[config.mk]
export PLATFORM = sky130hd
export DESIGN_NAME = alu_issue
export DESIGN_NICKNAME = d
export VERILOG_FILES = /design/src/rtl/alu_pkg.sv /design/src/rtl/alu_dec.sv /design/src/rtl/alu_issue.sv
export SDC_FILE = /design/constraint.sdc
export NUM_CORES = 1
export LEC_CHECK = 0
export CAP_MARGIN = 20
export CORE_ASPECT_RATIO = 2
export CORE_MARGIN = 2
export CORE_UTILIZATION = 41
export DETAILED_ROUTE_END_ITERATION = 10
export PLACE_DENSITY = 0.81
export SKIP_CTS_REPAIR_TIMING = 1
export SLEW_MARGIN = 15
export SYNTH_ARGS = -nofsm -noshare
export SYNTH_HDL_FRONTEND = slang
export SYNTH_SLANG_ARGS = --single-unit
[constraint.sdc]
create_clock -name clk -period 2.57 [get_ports clk]
set_clock_uncertainty 0.2 [all_clocks]
set_input_delay 0.3855 -clock clk [delete_from_list [all_inputs] [get_ports clk]]
set_output_delay 0.3855 -clock clk [all_outputs]
set_load 0.005 [all_outputs]
[src/rtl/alu_pkg.sv]
// Shared types and constants for the ALU issue slice.
// Holds the ALU control codes, MIPS opcode/funct values and the FSM state type.
package alu_pkg;

  typedef enum logic [1:0] {
    S_IDLE,
    S_ISSUE,
    S_RESP
  } state_t;

  typedef enum logic [3:0] {
    ALU_NOP   = 4'h0,
    ALU_ADDU  = 4'h1,
    ALU_SUBU  = 4'h2,
    ALU_SLT   = 4'h3,
    ALU_SLTU  = 4'h4,
    ALU_AND   = 4'h5,
    ALU_NOR   = 4'h6,
    ALU_OR    = 4'h7,
    ALU_XOR   = 4'h8,
    ALU_SLL   = 4'h9,
    ALU_SRL   = 4'hA,
    ALU_SRA   = 4'hB,
    ALU_LUI   = 4'hC,
    ALU_RSV_D = 4'hD,
    ALU_RSV_E = 4'hE,
    ALU_RSV_F = 4'hF
  } alu_op_e;

  localparam logic [5:0] OP_RTYPE = 6'h00;
  localparam logic [5:0] OP_ADDIU = 6'h09;
  localparam logic [5:0] OP_SLTI  = 6'h0A;
  localparam logic [5:0] OP_SLTIU = 6'h0B;
  localparam logic [5:0] OP_ANDI  = 6'h0C;
  localparam logic [5:0] OP_ORI   = 6'h0D;
  localparam logic [5:0] OP_XORI  = 6'h0E;
  localparam logic [5:0] OP_LUI   = 6'h0F;

  localparam logic [5:0] F_SLL  = 6'h00;
  localparam logic [5:0] F_SRL  = 6'h02;
  localparam logic [5:0] F_SRA  = 6'h03;
  localparam logic [5:0] F_SLLV = 6'h04;
  localparam logic [5:0] F_SRLV = 6'h06;
  localparam logic [5:0] F_SRAV = 6'h07;
  localparam logic [5:0] F_ADDU = 6'h21;
  localparam logic [5:0] F_SUBU = 6'h23;
  localparam logic [5:0] F_AND  = 6'h24;
  localparam logic [5:0] F_OR   = 6'h25;
  localparam logic [5:0] F_XOR  = 6'h26;
  localparam logic [5:0] F_NOR  = 6'h27;
  localparam logic [5:0] F_SLT  = 6'h2A;
  localparam logic [5:0] F_SLTU = 6'h2B;

endpackage

[src/rtl/alu_dec.sv]
// Combinational decoder: instruction fields to ALU control and operands.
// Anything outside the supported opcode/funct set is flagged illegal.
module alu_dec
  import alu_pkg::*;
(
  input  logic [5:0]  opcode,
  input  logic [5:0]  funct,
  input  logic [4:0]  shamt,
  input  logic [31:0] rs,
  input  logic [31:0] rt,
  input  logic [15:0] imm,
  output logic [3:0]  ctrl,
  output logic [31:0] src1,
  output logic [31:0] src2,
  output logic        illegal
);

  logic [31:0] imm_sx;
  logic [31:0] imm_zx;

  assign imm_sx = {{16{imm[15]}}, imm};
  assign imm_zx = {16'h0000, imm};

  always_comb begin
    ctrl    = ALU_NOP;
    src1    = rs;
    src2    = rt;
    illegal = 1'b0;
    if (opcode == OP_RTYPE) begin
      unique case (funct)
        F_ADDU: ctrl = ALU_ADDU;
        F_SUBU: ctrl = ALU_SUBU;
        F_SLT:  ctrl = ALU_SLT;
        F_SLTU: ctrl = ALU_SLTU;
        F_AND:  ctrl = ALU_AND;
        F_NOR:  ctrl = ALU_NOR;
        F_OR:   ctrl = ALU_OR;
        F_XOR:  ctrl = ALU_XOR;
        F_SLL: begin
          ctrl = ALU_SLL;
          src1 = {27'b0, shamt};
        end
        F_SRL: begin
          ctrl = ALU_SRL;
          src1 = {27'b0, shamt};
        end
        F_SRA: begin
          ctrl = ALU_SRA;
          src1 = {27'b0, shamt};
        end
        F_SLLV: ctrl = ALU_SLL;
        F_SRLV: ctrl = ALU_SRL;
        F_SRAV: ctrl = ALU_SRA;
        default: illegal = 1'b1;
      endcase
    end else begin
      // lui shifts the zero-extended immediate inside the ALU
      src2 = imm_zx;
      unique case (opcode)
        OP_ADDIU: begin
          ctrl = ALU_ADDU;
          src2 = imm_sx;
        end
        OP_SLTI: begin
          ctrl = ALU_SLT;
          src2 = imm_sx;
        end
        OP_SLTIU: begin
          ctrl = ALU_SLTU;
          src2 = imm_sx;
        end
        OP_ANDI: ctrl = ALU_AND;
        OP_ORI:  ctrl = ALU_OR;
        OP_XORI: ctrl = ALU_XOR;
        OP_LUI:  ctrl = ALU_LUI;
        default: illegal = 1'b1;
      endcase
    end
  end

endmodule

[src/rtl/alu_issue.sv]
// Issues one decoded command to an external combinational ALU and
// returns its result through a valid/ready response port.
module alu_issue
  import alu_pkg::*;
(
  input  logic        clk,
  input  logic        rst,
  input  logic        cmd_valid,
  output logic        cmd_ready,
  input  logic [5:0]  cmd_opcode,
  input  logic [5:0]  cmd_funct,
  input  logic [4:0]  cmd_shamt,
  input  logic [31:0] cmd_rs,
  input  logic [31:0] cmd_rt,
  input  logic [15:0] cmd_imm,
  output logic [3:0]  alu_control,
  output logic [31:0] alu_src1,
  output logic [31:0] alu_src2,
  input  logic [31:0] alu_result,
  output logic        rsp_valid,
  input  logic        rsp_ready,
  output logic [31:0] rsp_result,
  output logic        rsp_illegal,
  output logic [15:0] op_count
);

  state_t      state;
  state_t      state_n;
  logic [3:0]  dec_ctrl;
  logic [31:0] dec_src1;
  logic [31:0] dec_src2;
  logic        dec_illegal;
  logic        accept;
  logic        done;

  alu_dec u_dec (
    .opcode  (cmd_opcode),
    .funct   (cmd_funct),
    .shamt   (cmd_shamt),
    .rs      (cmd_rs),
    .rt      (cmd_rt),
    .imm     (cmd_imm),
    .ctrl    (dec_ctrl),
    .src1    (dec_src1),
    .src2    (dec_src2),
    .illegal (dec_illegal)
  );

  assign accept = cmd_valid & cmd_ready;
  assign done   = rsp_valid & rsp_ready;

  always_ff @(posedge clk) begin
    if (rst) state <= S_IDLE;
    else     state <= state_n;
  end

  always_comb begin
    state_n = state;
    unique case (state)
      S_IDLE: begin
        if (accept) state_n = dec_illegal ? S_RESP : S_ISSUE;
      end
      S_ISSUE: state_n = S_RESP;
      S_RESP: begin
        if (rsp_ready) state_n = S_IDLE;
      end
      default: state_n = S_IDLE;
    endcase
  end

  always_comb begin
    cmd_ready = (state == S_IDLE);
    rsp_valid = (state == S_RESP);
  end

  // alu_control is a one-shot pulse; operands keep their last issued value
  always_ff @(posedge clk) begin
    if (rst) begin
      alu_control <= ALU_NOP;
      alu_src1    <= '0;
      alu_src2    <= '0;
      rsp_result  <= '0;
      rsp_illegal <= 1'b0;
      op_count    <= '0;
    end else begin
      alu_control <= ALU_NOP;
      if (accept && !dec_illegal) begin
        alu_control <= dec_ctrl;
        alu_src1    <= dec_src1;
        alu_src2    <= dec_src2;
      end
      if (accept && dec_illegal) begin
        rsp_result  <= '0;
        rsp_illegal <= 1'b1;
      end
      if (state == S_ISSUE) begin
        rsp_result  <= alu_result;
        rsp_illegal <= 1'b0;
      end
      if (done && !rsp_illegal && op_count != 16'hFFFF)
        op_count <= op_count + 16'd1;
    end
  end

endmodule

---- Word-level counts from Yosys, hierarchy flattened ----
Index checks and enable logic that the tools add are counted.
cells by class
  magnitude comparators ................... 0
  div/mod/pow operators ................... 0
  shift-type cells ........................ 0
  add/subtract/negate cells ............... 1
  reductions and logical operators ........ 20
  bitwise logic cells ..................... 3
  multipliers ............................. 0
  equal/unequal tests ..................... 25
  mux-type cells .......................... 16
operators with widths
  operator                                               number
  two-way mux 32 bit                                     6
  equality test 6 bit, second input constant             8
  one-hot mux 4 bit (11 select lines)                    1
  equality test 6 x 4 -> 1 bit, second input constant    7
  one-hot mux 4 bit (7 select lines)                     1
  equality test 6 x 3 -> 1 bit, second input constant    3
  adder 16 x 1 -> 16 bit, second input constant          1
  inequality test 16 bit, second input constant          1
  OR reduction 14 bit                                    1
  equality test 6 x 2 -> 1 bit, second input constant    2
  zero test 6 bit                                        2
  OR reduction 2 bit                                     5
  OR reduction 7 bit                                     1
  two-way mux 2 bit                                      3
  one-hot mux 2 bit (3 select lines)                     1
  OR reduction 3 bit                                     2
  logical AND 1 bit                                      4
  two-way mux 4 bit                                      1
  inequality test 2 x 1 -> 1 bit, second input constant  2
  two-way mux 1 bit                                      3
  AND 1 bit                                              2
  equality test 2 x 1 -> 1 bit, second input constant    1
  equality test 2 bit, second input constant             1
  zero test 1 bit                                        2
  other kinds (4)                                        4
storage, ports and cells
  memories kept ........................... 0
  input bits .............................. 133
  output and inout bits ................... 119
  memory bits (read-only) ................. 0
  bits in latches ......................... 0
  register bits after elaboration ......... 119
  logic and storage cells ................. 72
  bits in writable memories ............... 0

---- Longest topological paths before layout ----
Gate-level depths: netlist (run 1).
  depth after elaboration ................. 8
  gate-level depth with buffers ........... 8
  mapped depth without buffers ............ 6

---- By module ----
Synthesis (run 1) repeated with hierarchy kept, for this count alone.
second synthesis, totals
  cell total of the unflattened synthesis .. 628
  area, all modules ....................... 5248.8 um^2
modules (own cells, without submodules)
  module     cells each  times used  seq. area each (um^2)  area each (um^2)
  alu_issue  505         1           2382.3                 4317.9
  alu_dec    123         1           0.0                    930.9

---- Least setup slack after synthesis (run 1) ----
OpenSTA, ideal clock, no wires.
  path type ............................... in2reg
  start ................................... input cmd_opcode[1]
  end ..................................... register rsp_result[20]
  data required time ...................... 2.253 ns
  cell stages on the path ................. 7
  library setup time ...................... 0.117 ns
  arrival ................................. 2.009 ns
  buffers on the path ..................... 2
  slack ................................... 0.243 ns
  path through ............................ buf_2 > or3_4 > nor3_4 > o221ai_2 > a21o_1 > buf_2 > a32o_1
on the way
  cells in the longest elaborated chain, start to end .. 6
  elaborated cells on any way between the ends .. 13
  classes of those cells .................. eq/ne: 7; mux: 2; reduce/logical: 4
RTL lines
  element                           RTL line         source
  start, declared                   alu_issue.sv:10  input logic [5:0] cmd_opcode,
  equality test 6 x 4 -> 1 bit      alu_dec.sv:59    unique case (opcode)
  OR reduction 7 bit (no line)      --
  two-way mux 1 bit                 alu_dec.sv:59
  two-way mux 1 bit (*)             alu_dec.sv:29    if (opcode == OP_RTYPE) begin
  logical AND 1 bit (*)             alu_issue.sv:92  if (accept && dec_illegal) begin
  nonzero test 2 bit (no line) (*)  --
  end signal, assigned              alu_issue.sv:97  rsp_result <= alu_result;
  end, declared                     alu_issue.sv:22  output logic [31:0] rsp_result,
Every way passes the cells marked *; elsewhere a longest branch is shown, timed or not.
A chain may end at the register's enable or synchronous reset.

---- Final worst setup path (run 1) ----
  start ................................... input cmd_opcode[0]
  end ..................................... register alu_src2[4]
on the way
  cells in the longest elaborated chain, start to end .. 6
  elaborated cells on any way between the ends .. 14
  classes of those cells .................. eq/ne: 7; mux: 3; reduce/logical: 4
RTL lines
  element                       RTL line         source
  equality test 6 x 4 -> 1 bit  alu_dec.sv:59
  OR reduction 7 bit (no line)  --
  two-way mux 1 bit             alu_dec.sv:59
  two-way mux 1 bit             alu_dec.sv:29
  zero test 1 bit               alu_issue.sv:87  if (accept && !dec_illegal) begin
  logical AND 1 bit             alu_issue.sv:87
  end signal, assigned          alu_issue.sv:90  alu_src2 <= dec_src2;
  end, declared                 alu_issue.sv:18  output logic [31:0] alu_src2,
Parallel ways exist; a longest one is shown, timed or not.

==> flow_summary.ini, run 1 <==
[power]
ir_drop_v = 0.0004645
p_switching_uw = 1081
clock_power_share_pct = 47.0
switching_share_pct = 23.28
power_density_nw_per_um2 = 544.2
power_frac_seq_pct = 41.0
internal_power_uw = 3561
p_comb_share_pct = 12.0
leakage_uw = 0.002931

[placement]
post-dp-hpwl_um = 13520
dp.cells = 928
place.port_buffers = 251
gp_congestion = 0.9071

[cells_and_area]
areaGrowthSynthToFinish_pct = 66.19
final_core_util_pct = 69.94
ff_latch_area_um2 = 2382
multi_input_area_um2 = 2527
n_antenna_cell = 0
layoutNonFillerInstCount = 960
drive_above_1_share_pct = 12.05
fillers = 922
layout.nets = 935

[status]
status = completed

[setup_path]
cp_max_fo = 32
reg2reg_depth = 5
crit_arrival_ns = 2.49
worst-endpoint-required_ns = 2.61
startpoint_type = input pin
path_class = in2reg
critPathCaptureType = flop

[clocking]
clock_path_buffers = 2
clock_latency_ns = 0.40
cts_tree = yes
clkTransAtPathRegs_ns = 0.05
clockRootBuffer = clkbuf_16
cts_buffers = 17
cts.sinks = 119
htree_num_levels = 4

[routing]
routed_via_density = 5.829
dr.pass1.iters = 5
highest_layer = met4
wl_met3_um = 1176
drtIter0Drc = 320
wl_met2_um = 10300
ant_nets = 0
wl_per_cell_um = 19.45
dr_total_vias = 5596
postRouteWirelength_um = 18670
drcViolationCount = 0
m1WireLength_um = 6444

[synthesis]
mappedNetlistArea_um2 = 5132
synth_top_family_by_area = compound AO/OA/AOI/OAI gates
synth_xor_area_share_pct = 1.706
syn-num-nets = 677
yosys_warnings = 0
ys_seq_area_share_pct = 46.42
synth_compound_area_share_pct = 28.99
yosys-top-cells-area = dfxtp_1, a21oi_1, a32o_1
synth-simple-area-share_pct = 12.85
ys_types = 61
synthFlopType = dfxtp_1
synth_edf_count = 0
synth.avg_cell_area_um2 = 9.452
ys_ff_latch = 119
synth_top_area_share_pct = 46.42
synthMuxAreaShare_pct = 4.900
synthAdderAreaFrac_pct = 0.2438
synthArstFlopShare_pct = 0
synth_area_leader_cell = dfxtp_1
syn-instance-count = 543

[die]
die-area_um2 = 13480
std_cell_rows = 57
coreArea_um2 = 12200
initial_core_util_pct = 42.08
chipWidth_um = 83.12
num_io_pins = 252
dieHeight_um = 162.2

[hold_path]
min_delay_path_depth = 2
hold_class = reg2reg

[global_routing]
grt-ovfl-total = 0
grt_pass1_wl_um = 28490
grt_max_degree = 54
antenna_found_initial = 1
grt_pass1_vias = 5687
grt_usage_pct = 26.29

[sta]
max_freq_mhz = 408.6
post-route-period-util_pct = 95.22
finalHoldViolCount = 0
hold_ws_ns = 0.2762
slew-limit-headroom_pct = 60.03
tightest_slew_ns = 0.5996
period_needed_ns = 2.447
rsz0062_at_grt = false
setup_viol = 0
drv_slew = 0

[flow_run]
drv_cap = 0
==> synth_stat cells, types with 2 or more instances <==
cell,count
nand4_1,29
a211oi_2,10
a21oi_1,90
xor2_1,9
or3_1,2
mux2i_1,24
dfxtp_1,119
nor2_1,23
or4_1,2
nor2b_1,6
o21ai_1,27
inv_1,4
nand2_1,11
nand3_1,5
a31oi_1,2
and2_1,4
nor3_1,9
o2bb2ai_1,3
clkbuf_1,31
and4_1,3
a32o_1,32
o31ai_1,2
a211oi_1,27
nand2b_1,3
buf_1,2
nand4b_1,2
o21ai_0,6
o211ai_1,3
and3_1,2
buf_2,18
buf_4,3
==> final cells by class <==
| cell class | count | share of cell area, % |
|---|---|---|
| clock buffer | 19 | 5.193 |
| clock inverter | 12 | 1.247 |
| inverter | 4 | 0.1760 |
| multi-input combinational | 367 | 29.63 |
| sequential | 119 | 27.93 |
| tap | 147 | 2.156 |
| timing repair buffer | 292 | 33.67 |
==> worst paths after layout <==
path	slack, ns	end	start
hold / removal	0.28	alu_src1[24]$_SDFFE_PP0P_	alu_src1[24]$_SDFFE_PP0P_
hold reg to reg	0.28	alu_src1[24]$_SDFFE_PP0P_	alu_src1[24]$_SDFFE_PP0P_
setup reg to reg	0.27	op_count[1]$_SDFFE_PP0P_	op_count[11]$_SDFFE_PP0P_
setup / recovery	0.12	alu_src2[4]$_SDFFE_PP0P_	cmd_opcode[0]
==> power groups by stage <==
stage | combinational [uW] | clock, uW | sequential (uW)
5_1_grt | 593 | 2290 | 1910
4_1_cts | 552 | 2210 | 1900
3_3_place_gp | 536 | 0 | 1940
6_report | 555 | 2180 | 1900
2_1_floorplan | 180 | 0 | 1940
3_5_place_dp | 549 | 0 | 1940
==> flip-flops by register name (all words and copies together) (netlist names) <==
register	cells
alu_control	4
alu_src1	32
alu_src2	32
rsp_illegal	1
state	2
rsp_result	32
op_count	16
==> placed cells by master (no fill, tap or decap), drive strengths merged, types with 2 or more instances in the layout <==
master	n
a211oi	37
a21oi	91
a31oi	2
a32o	32
and2	4
and3	2
and4	3
buf	42
clkbuf	19
clkdlybuf4s50	250
clkinv	7
clkinvlp	4
dfxtp	119
inv	4
mux2i	24
nand2	11
nand2b	3
nand3	5
nand4	29
nand4b	2
nor2	25
nor2b	6
nor3	10
o211ai	3
o21ai	33
o2bb2ai	3
o31ai	3
or2	2
or3	3
or4	2
xor2	9
==> routing by layer <==
layer / track usage, % / vias to the layer above
li1: - / 2587
met1: 25.96 / 2660
met2: 49.67 / 298
met3: 6.961 / 51
met4: 13.04 / 0
met5: 0 / -
==> through the flow <==
step / area [um2] / worst slack, ns / TNS, ns / power, uW
floorplan: 5132 / 0.2434 / 0 / 2123
finish: 8529 / 0.1228 / 0 / 4642
global route: 8529 / 0.003872 / 0 / 4794
global placement: 7965 / -0.3230 / -25.27 / 2477
detailed placement: 7965 / -0.4284 / -30.93 / 2492
CTS: 8514 / -0.02140 / -0.02140 / 4664
==> worst max-delay path, stage by stage <==
cell and delay [ns]:
clkdlybuf4s50_1 0.42, buf_4 0.17, or3_4 0.41, nor3_4 0.25
buf_4 0.44, mux2i_1 0.30, a211oi_1 0.11
==> cells by family after synthesis <==
group / Yosys count
DFF: 119
adders and majority gates: 1
muxes: 25
AOI/OAI and AO/OA: 218
xor gates and xnor gates: 10
and+or+nand+nor: 112
buffers and inverters: 58
Note: power is estimated with default switching activity, not from simulation.
==> inputs of run 2 (changes only) <==
--- a/config.mk
+++ b/config.mk
@@ -5,7 +5,6 @@
 export SDC_FILE = /design/constraint.sdc
 export NUM_CORES = 1
 export LEC_CHECK = 0
-export CAP_MARGIN = 20
 export CORE_ASPECT_RATIO = 2
 export CORE_MARGIN = 2
 export CORE_UTILIZATION = 41
==> results of run 2 <==
Same layout as run 1: the final DEF is identical, and so are final timing and power.
